$ cat config.mk
export PLATFORM = sky130hd
export DESIGN_NAME = lag_filter_sched
export DESIGN_NICKNAME = d
export VERILOG_FILES = /design/src/rtl/lag_filter_sched.sv
export SDC_FILE = /design/constraint.sdc
export NUM_CORES = 2
export LEC_CHECK = 0
export CORE_UTILIZATION = 55
export CTS_CLUSTER_SIZE = 24
export DETAILED_ROUTE_END_ITERATION = 12
export PLACE_DENSITY = 0.73
export SETUP_SLACK_MARGIN = 0.5
export SLEW_MARGIN = 20
export SYNTH_ARGS = -nofsm -noshare
export SYNTH_HDL_FRONTEND = slang
export SYNTH_SLANG_ARGS = --single-unit
export TNS_END_PERCENT = 20
$ cat constraint.sdc
create_clock -name clk -period 12.5 [get_ports clk]
set_clock_uncertainty 0.15 [all_clocks]
set_input_delay 2.5 -clock clk [delete_from_list [all_inputs] [get_ports clk]]
set_output_delay 2.5 -clock clk [all_outputs]
set_load 0.005 [all_outputs]
$ cat src/rtl/lag_filter_sched.sv
// Time-shared first-order lag filter: y += coef * (x - y) / 2^COEFFICIENT_WIDTH per channel,
// one shared multiplier, round-robin arbitration, 3-cycle latency, one sample per 3 cycles.
module lag_filter_sched #(
  parameter int WIDTH             = 24,
  parameter int COEFFICIENT_WIDTH = 24,
  parameter int CHANNELS          = 4,
  parameter int DEFAULT_COEF      = 1,
  localparam int CHW              = $clog2(CHANNELS)
) (
  input  logic                         clk,
  input  logic                         rst,
  input  logic [CHANNELS-1:0]          in_valid,
  output logic [CHANNELS-1:0]          in_ready,
  input  logic [CHANNELS*WIDTH-1:0]    in_data,
  input  logic                         cfg_we,
  input  logic                         cfg_clr,
  input  logic [CHW-1:0]               cfg_ch,
  input  logic [COEFFICIENT_WIDTH-1:0] cfg_coef,
  output logic                         out_valid,
  output logic [CHW-1:0]               out_ch,
  output logic signed [WIDTH-1:0]      out_data,
  output logic                         busy
);
  localparam int ACCW = WIDTH + COEFFICIENT_WIDTH;

  typedef enum logic [1:0] {IDLE, MAC, UPDATE} state_t;

  state_t                       state;
  logic [CHW-1:0]               rr_ptr;
  logic [CHW-1:0]               cur_ch;
  logic [CHW-1:0]               grant_ch;
  logic                         grant_found;
  logic                         handshake;
  logic signed [WIDTH-1:0]      x_reg;
  logic signed [ACCW-1:0]       prod;
  logic [COEFFICIENT_WIDTH-1:0] coef [CHANNELS];
  logic signed [ACCW-1:0]       acc  [CHANNELS];
  logic signed [WIDTH-1:0]      y    [CHANNELS];

  logic signed [WIDTH:0]        diff;
  logic signed [ACCW-1:0]       prod_next;
  logic signed [ACCW-1:0]       acc_new;

  // First requester at or above rr_ptr, wrapping.
  always_comb begin
    logic [CHW-1:0] idx;
    idx         = '0;
    grant_found = 1'b0;
    grant_ch    = '0;
    for (int k = 0; k < CHANNELS; k++) begin
      idx = rr_ptr + CHW'(k);
      if (!grant_found && in_valid[idx]) begin
        grant_found = 1'b1;
        grant_ch    = idx;
      end
    end
  end

  assign in_ready  = (state == IDLE && !rst && grant_found) ? (CHANNELS'(1) << grant_ch) : '0;
  assign handshake = |(in_valid & in_ready);
  assign busy      = (state != IDLE);

  // Difference is one bit wider so it can never overflow; coefficient is unsigned.
  assign diff      = {x_reg[WIDTH-1], x_reg} - {y[cur_ch][WIDTH-1], y[cur_ch]};
  assign prod_next = $signed({{WIDTH{1'b0}}, coef[cur_ch]}) * ACCW'(diff);
  assign acc_new   = acc[cur_ch] + prod;

  always_ff @(posedge clk) begin
    if (rst) begin
      state     <= IDLE;
      rr_ptr    <= '0;
      cur_ch    <= '0;
      x_reg     <= '0;
      prod      <= '0;
      out_valid <= 1'b0;
      out_ch    <= '0;
      out_data  <= '0;
      for (int i = 0; i < CHANNELS; i++) begin
        acc[i]  <= '0;
        y[i]    <= '0;
        coef[i] <= COEFFICIENT_WIDTH'(DEFAULT_COEF);
      end
    end else begin
      out_valid <= 1'b0;
      case (state)
        IDLE: begin
          if (handshake) begin
            x_reg  <= in_data[grant_ch*WIDTH +: WIDTH];
            cur_ch <= grant_ch;
            rr_ptr <= grant_ch + CHW'(1);
            state  <= MAC;
          end
        end
        MAC: begin
          prod  <= prod_next;
          state <= UPDATE;
        end
        UPDATE: begin
          // The top WIDTH bits are exactly acc_new >>> COEFFICIENT_WIDTH.
          acc[cur_ch] <= acc_new;
          y[cur_ch]   <= acc_new[ACCW-1:COEFFICIENT_WIDTH];
          out_valid   <= 1'b1;
          out_ch      <= cur_ch;
          out_data    <= acc_new[ACCW-1:COEFFICIENT_WIDTH];
          state       <= IDLE;
        end
        default: state <= IDLE;
      endcase
      // Placed after the datapath so a coincident clear overrides the update.
      if (cfg_we) coef[cfg_ch] <= cfg_coef;
      if (cfg_clr) begin
        acc[cfg_ch] <= '0;
        y[cfg_ch]   <= '0;
      end
    end
  end
endmodule
### Yosys cells after proc, flatten, opt, wreduce, memory -nomap -nowiden

Memory sizes are Yosys's and may differ from the RTL's. A register that Yosys moved wholly into a read port is not among the register bits.
Cells that the tools add are included.
W data, S select, Z words.

| operators by class | value |
|---|---|
| reduce and logical (&&, ||, !) cells | 18 |
| bitwise gates (word level) | 1 |
| multiply operators | 2 |
| order comparisons | 4 |
| add/subtract/negate cells | 6 |
| shift-type cells | 2 |
| equal/unequal tests | 3 |
| mux-type cells | 51 |

Operators with widths:

| operator | number |
|---|---|
| $mux W48 | 2 |
| $reduce_or A48 Y1 | 2 |
| $shiftx A96 B8 Y24 | 1 |
| $mux W24 | 3 |
| $reduce_or A24 Y1 | 3 |
| $add A48 B48 Y48 | 1 |
| $mul A25 B25 Y48 | 1 |
| $mux W2 | 16 |
| $sub A24 B24 Y25 | 1 |
| $mux W1 | 24 |
| $lt A2 B3 Y1 const B | 4 |
| $bmux W1 S2 | 4 |
| $logic_and A1 B1 Y1 | 5 |
| $add A2 B1 Y2 const B | 2 |
| $add A2 B2 Y2 const B | 2 |
| $and A4 B4 Y4 | 1 |
| $logic_not A1 Y1 | 4 |
| $mul A2 B2 Y4 const B | 1 |
| $mux W4 | 1 |
| $pmux W2 S2 | 1 |
| $reduce_or A4 Y1 | 1 |
| $shl A1 B2 Y4 const A | 1 |
| $eq A2 B1 Y1 const B | 1 |
| $eq A2 B2 Y1 const B | 1 |
| 4 further kinds | 4 |

| word-level totals | value |
|---|---|
| memories | 3 |
| output and inout bits | 32 |
| flip-flop bits (word level) | 105 |
| memory bits (writable) | 384 |

Memories:

| memory | depth | bits a word | rd ports | clocked after memory_dff | write ports | RTL line | RTL |
|---|---|---|---|---|---|---|---|
| acc | 4 | 48 | 1 | 1 | 4 | 37 | `logic signed [ACCW-1:0] acc [CHANNELS];` |
| coef | 4 | 24 | 1 | 1 | 4 | 36 | `logic [COEFFICIENT_WIDTH-1:0] coef [CHANNELS];` |
| y | 4 | 24 | 1 | 1 | 4 | 38 | `logic signed [WIDTH-1:0] y [CHANNELS];` |

### Logic depth before layout (Yosys ltp)

| logic depth | value |
|---|---|
| word-level depth | 19 |
| mapped depth | 44 |

### Worst setup path before layout

OpenSTA, ideal clock, no wires.

| timing | value |
|---|---|
| path type | reg-to-reg |
| start | register with a tool-made name |
| end | register prod[46] |
| arrival | 10.516 ns |
| library setup time | 0.062 ns |
| cell stages (with the launch flop) | 41 |
| path slack | 1.772 ns |
| cell sequence | dfxtp_1 clkbuf_1 clkbuf_1 buf_2 clkbuf_1 buf_2 mux4_2 ha_1 fa_1 nand2b_1 a21oi_1 o31a_1 nand3_1 a21oi_1 a21o_1 a21oi_1 xnor2_1 clkbuf_1 [... 5 more ...] fa_1 inv_1 fa_1 fa_1 inv_1 fa_1 inv_1 fa_1 ha_1 clkbuf_1 nand3_1 or3b_2 nand3_1 a21oi_2 o41a_1 o21a_1 or4_1 nand3_1 |

RTL lines:

| item | RTL line | RTL |
|---|---|---|
| end signal, assigned | 95 | `prod <= prod_next;` |
| end, declared | 35 | `logic signed [ACCW-1:0] prod;` |

==> run_results.csv <==
group,metric,value,unit
clocking,clk_pin_slew,0.07,ns
route,wire_per_inst,22.3,microns
cells_and_area,drive_gt1_share,7.01,%
placement,dp_hpwl,95500,microns
grt,antenna_found_initial,3,
sta,final.setup.tns,0,ns
setup_path,cpMaxStageDelayCell,"xnor2_2",
die,ios,162,
cells_and_area,multi_input_area,28300,sq um
setup_path,crit_type,"register to register",
placement,place_ws,2.12,ns
placement,portBuffers,161,
sta,slew_headroom,22.9,%
logic_synthesis,ys_seq_area_share,22.0,%
clocking,cts_hold_buf,0,
clocking,cts_resized,0,
clocking,clock_sinks,395,
cells_and_area,top_regs,"acc x188, coef x96, prod x48",
setup_path,max_stage_delay,0.59,ns
sta,final_max_slew_viol_count,0,
logic_synthesis,synthTopCellsByCount,"689 x nand2_1, 626 x inv_1, 547 x nor2_1",
die,die-area,74500,sq um
run_status,outcome,"complete, no violations",
setup_path,endpoint_kind,"register",
route,wl_met2,56800,microns
route,dr_total_vias,34234,
logic_synthesis,synth.distinct_cells,84,
setup_path,startpoint_type,"register",
cells_and_area,largest_register,"acc",
logic_synthesis,avgSynthCellArea,8.66,sq um
sta,setup_viol,0,
route,highest_layer,"met5",
logic_synthesis,synth_seq_cells,395,
route,ant_nets,0,
clocking,cts_made_buffers,41,
setup_path,critPathMostFrequentCell,"fa_1",
route,drtIter0Drc,3432,
logic_synthesis,ys_async_sr_fraction,0,%
logic_synthesis,synth_ff_type,"dfxtp_1",
clocking,cts_htree_levels,2,
logic_synthesis,synth_nets,5570,
cells_and_area,syn2layout_area_growth,10.4,%
route,drt-met1-wl,50900,microns
grt,grt_remaining_overflow,0,
route,drc,0,
die,core,72100,sq um
route,vias_per_cell,6.03,
die,core.rowCount,98,
placement,place_congestion,1.01,
setup_path,cp.required,12.80,ns
grt,grt_max_degree,111,
cells_and_area,seq_area,8880,sq um
clocking,postCtsSetupRepairBufs,0,
cells_and_area,largest_reg_flops,188,
sta,rsz0062_at_grt,"no",
grt,grt_pass1_wl,198000,microns
die,die_w,273,microns
route,wl_met3,12700,microns
logic_synthesis,netlist_top_cells_area,"fa_1 25%, dfxtp_1 15%, ha_1 8.5%",
route,totalWireLength,126000,microns
logic_synthesis,netlist.area_leader.share,25.0,%
logic_synthesis,yosys_warnings,0,
clocking,insertion_delay,0.61,ns
cells_and_area,layout.nets,5599,
logic_synthesis,synthCells,4662,
sta,hold_violations,0,
sta,worst_slack,1.97,ns
clocking,cts_buffer_depth,3,
run,max_cap_violations,0,
die,initial_core_util,56.0,%
sta,period_share,84.2,%
sta,min_period,10.53,ns
die,die_h,273,microns
logic_synthesis,synth_top_cell_by_area,"fa_1",
sta,max_freq,95.0,MHz
clocking,cts_tree,"yes",
cells_and_area,nFillCells,6205,
clocking,root_buffer,"clkbuf_16",
setup_path,cp_max_fo,16,
setup_path,cp.arrival,10.83,ns
logic_synthesis,synth_edf_count,96,
grt,grt_pass1_vias,34534,
route,dr.pass1.iters,7,
grt,grt_usage,34.5,%
logic_synthesis,yosysMostFrequentCell,"nand2_1",
sta,worst_pin_slew,1.16,ns
worst_hold_path,hp-class,"register to register",
logic_synthesis,netlist_area,40400,sq um
## worst max-delay path, delay by kind of cell, from the launching register on
family                   cells  cell delay, ns
AO/OA/AOI/OAI               12            2.73
XOR/XNOR                     1            0.59
multiplexers                 1            0.56
adder cells (fa/ha/maj)     10            4.50
flip-flops                   1            0.50
AND/OR/NAND/NOR              5            0.80
buffers and inverters        4            0.51
## cells by family after synthesis
group	after synthesis	share of synthesized area [%]
buffers and inverters	911	8.54
multiplexers	101	4.07
AND/OR/NAND/NOR	1607	17.0
XOR/XNOR	97	2.10
AO/OA/AOI/OAI	773	12.9
flip-flops	395	22.0
adder cells (fa/ha/maj)	778	33.5
## per-stage QoR
stage | instances | cell area [sq um] | hold WS [ns] | util [%]
floorplan | 4662 | 40400 | 0.270 | -
global placement | 5598 | 43100 | 0.284 | 59.8
detailed placement | 5598 | 43100 | 0.288 | 59.8
CTS | 5674 | 44600 | 0.304 | 61.8
global route | 5674 | 44600 | 0.314 | 61.8
finish | 5675 | 44600 | 0.298 | 61.9
## final cells by class
cell class	instances	area share, %
sequential	395	19.9
multi-input combinational	3356	63.4
tap	950	2.67
timing repair buffer	268	5.44
clock inverter	30	0.875
clock buffer	46	2.41
inverter	629	5.30
antenna	1	0.00561
## cells in the final DEF (no fill, tap or decap), types with 27 or more instances in the layout
cell type,Yosys,layout
a21o_1,64,64
a21oi_1,259,257
a22o_1,34,34
a22oi_1,32,32
a311oi_1,41,41
a31oi_1,68,67
and2_1,27,27
and3_1,110,110
buf_4,1,107
clkbuf_16,0,41
clkdlybuf4s50_1,0,160
dfxtp_1,299,297
edfxtp_1,96,96
fa_1,505,505
ha_1,273,273
inv_1,626,626
mux2i_1,29,29
mux4_2,48,48
nand2_1,689,689
nand3_1,72,72
nor2_1,547,540
nor3_1,59,58
o21a_1,45,45
o21ai_0,65,62
xnor2_1,61,52
xor2_1,36,33
## per-layer routing
metal	track usage [%]	vias to the layer above
met4	14.8	2
li1	-	15305
met3	6.18	342
met5	0	-
met2	53.8	1702
met1	47.1	16883
## final timing paths
| kind | startpoint | endpoint | slack, ns | cells after the start |
|---|---|---|---|---|
| setup / recovery | register | prod[47] | 1.97 | 33 |
| hold / removal | out_ch[0] | out_ch[0] | 0.30 | 2 |
| hold reg to reg | out_ch[0] | out_ch[0] | 0.30 | 2 |
| setup reg to reg | register | prod[47] | 1.97 | 33 |
Power is not shown: default switching activity piles up to over one toggle a cycle in this logic, so the estimate is an artifact.
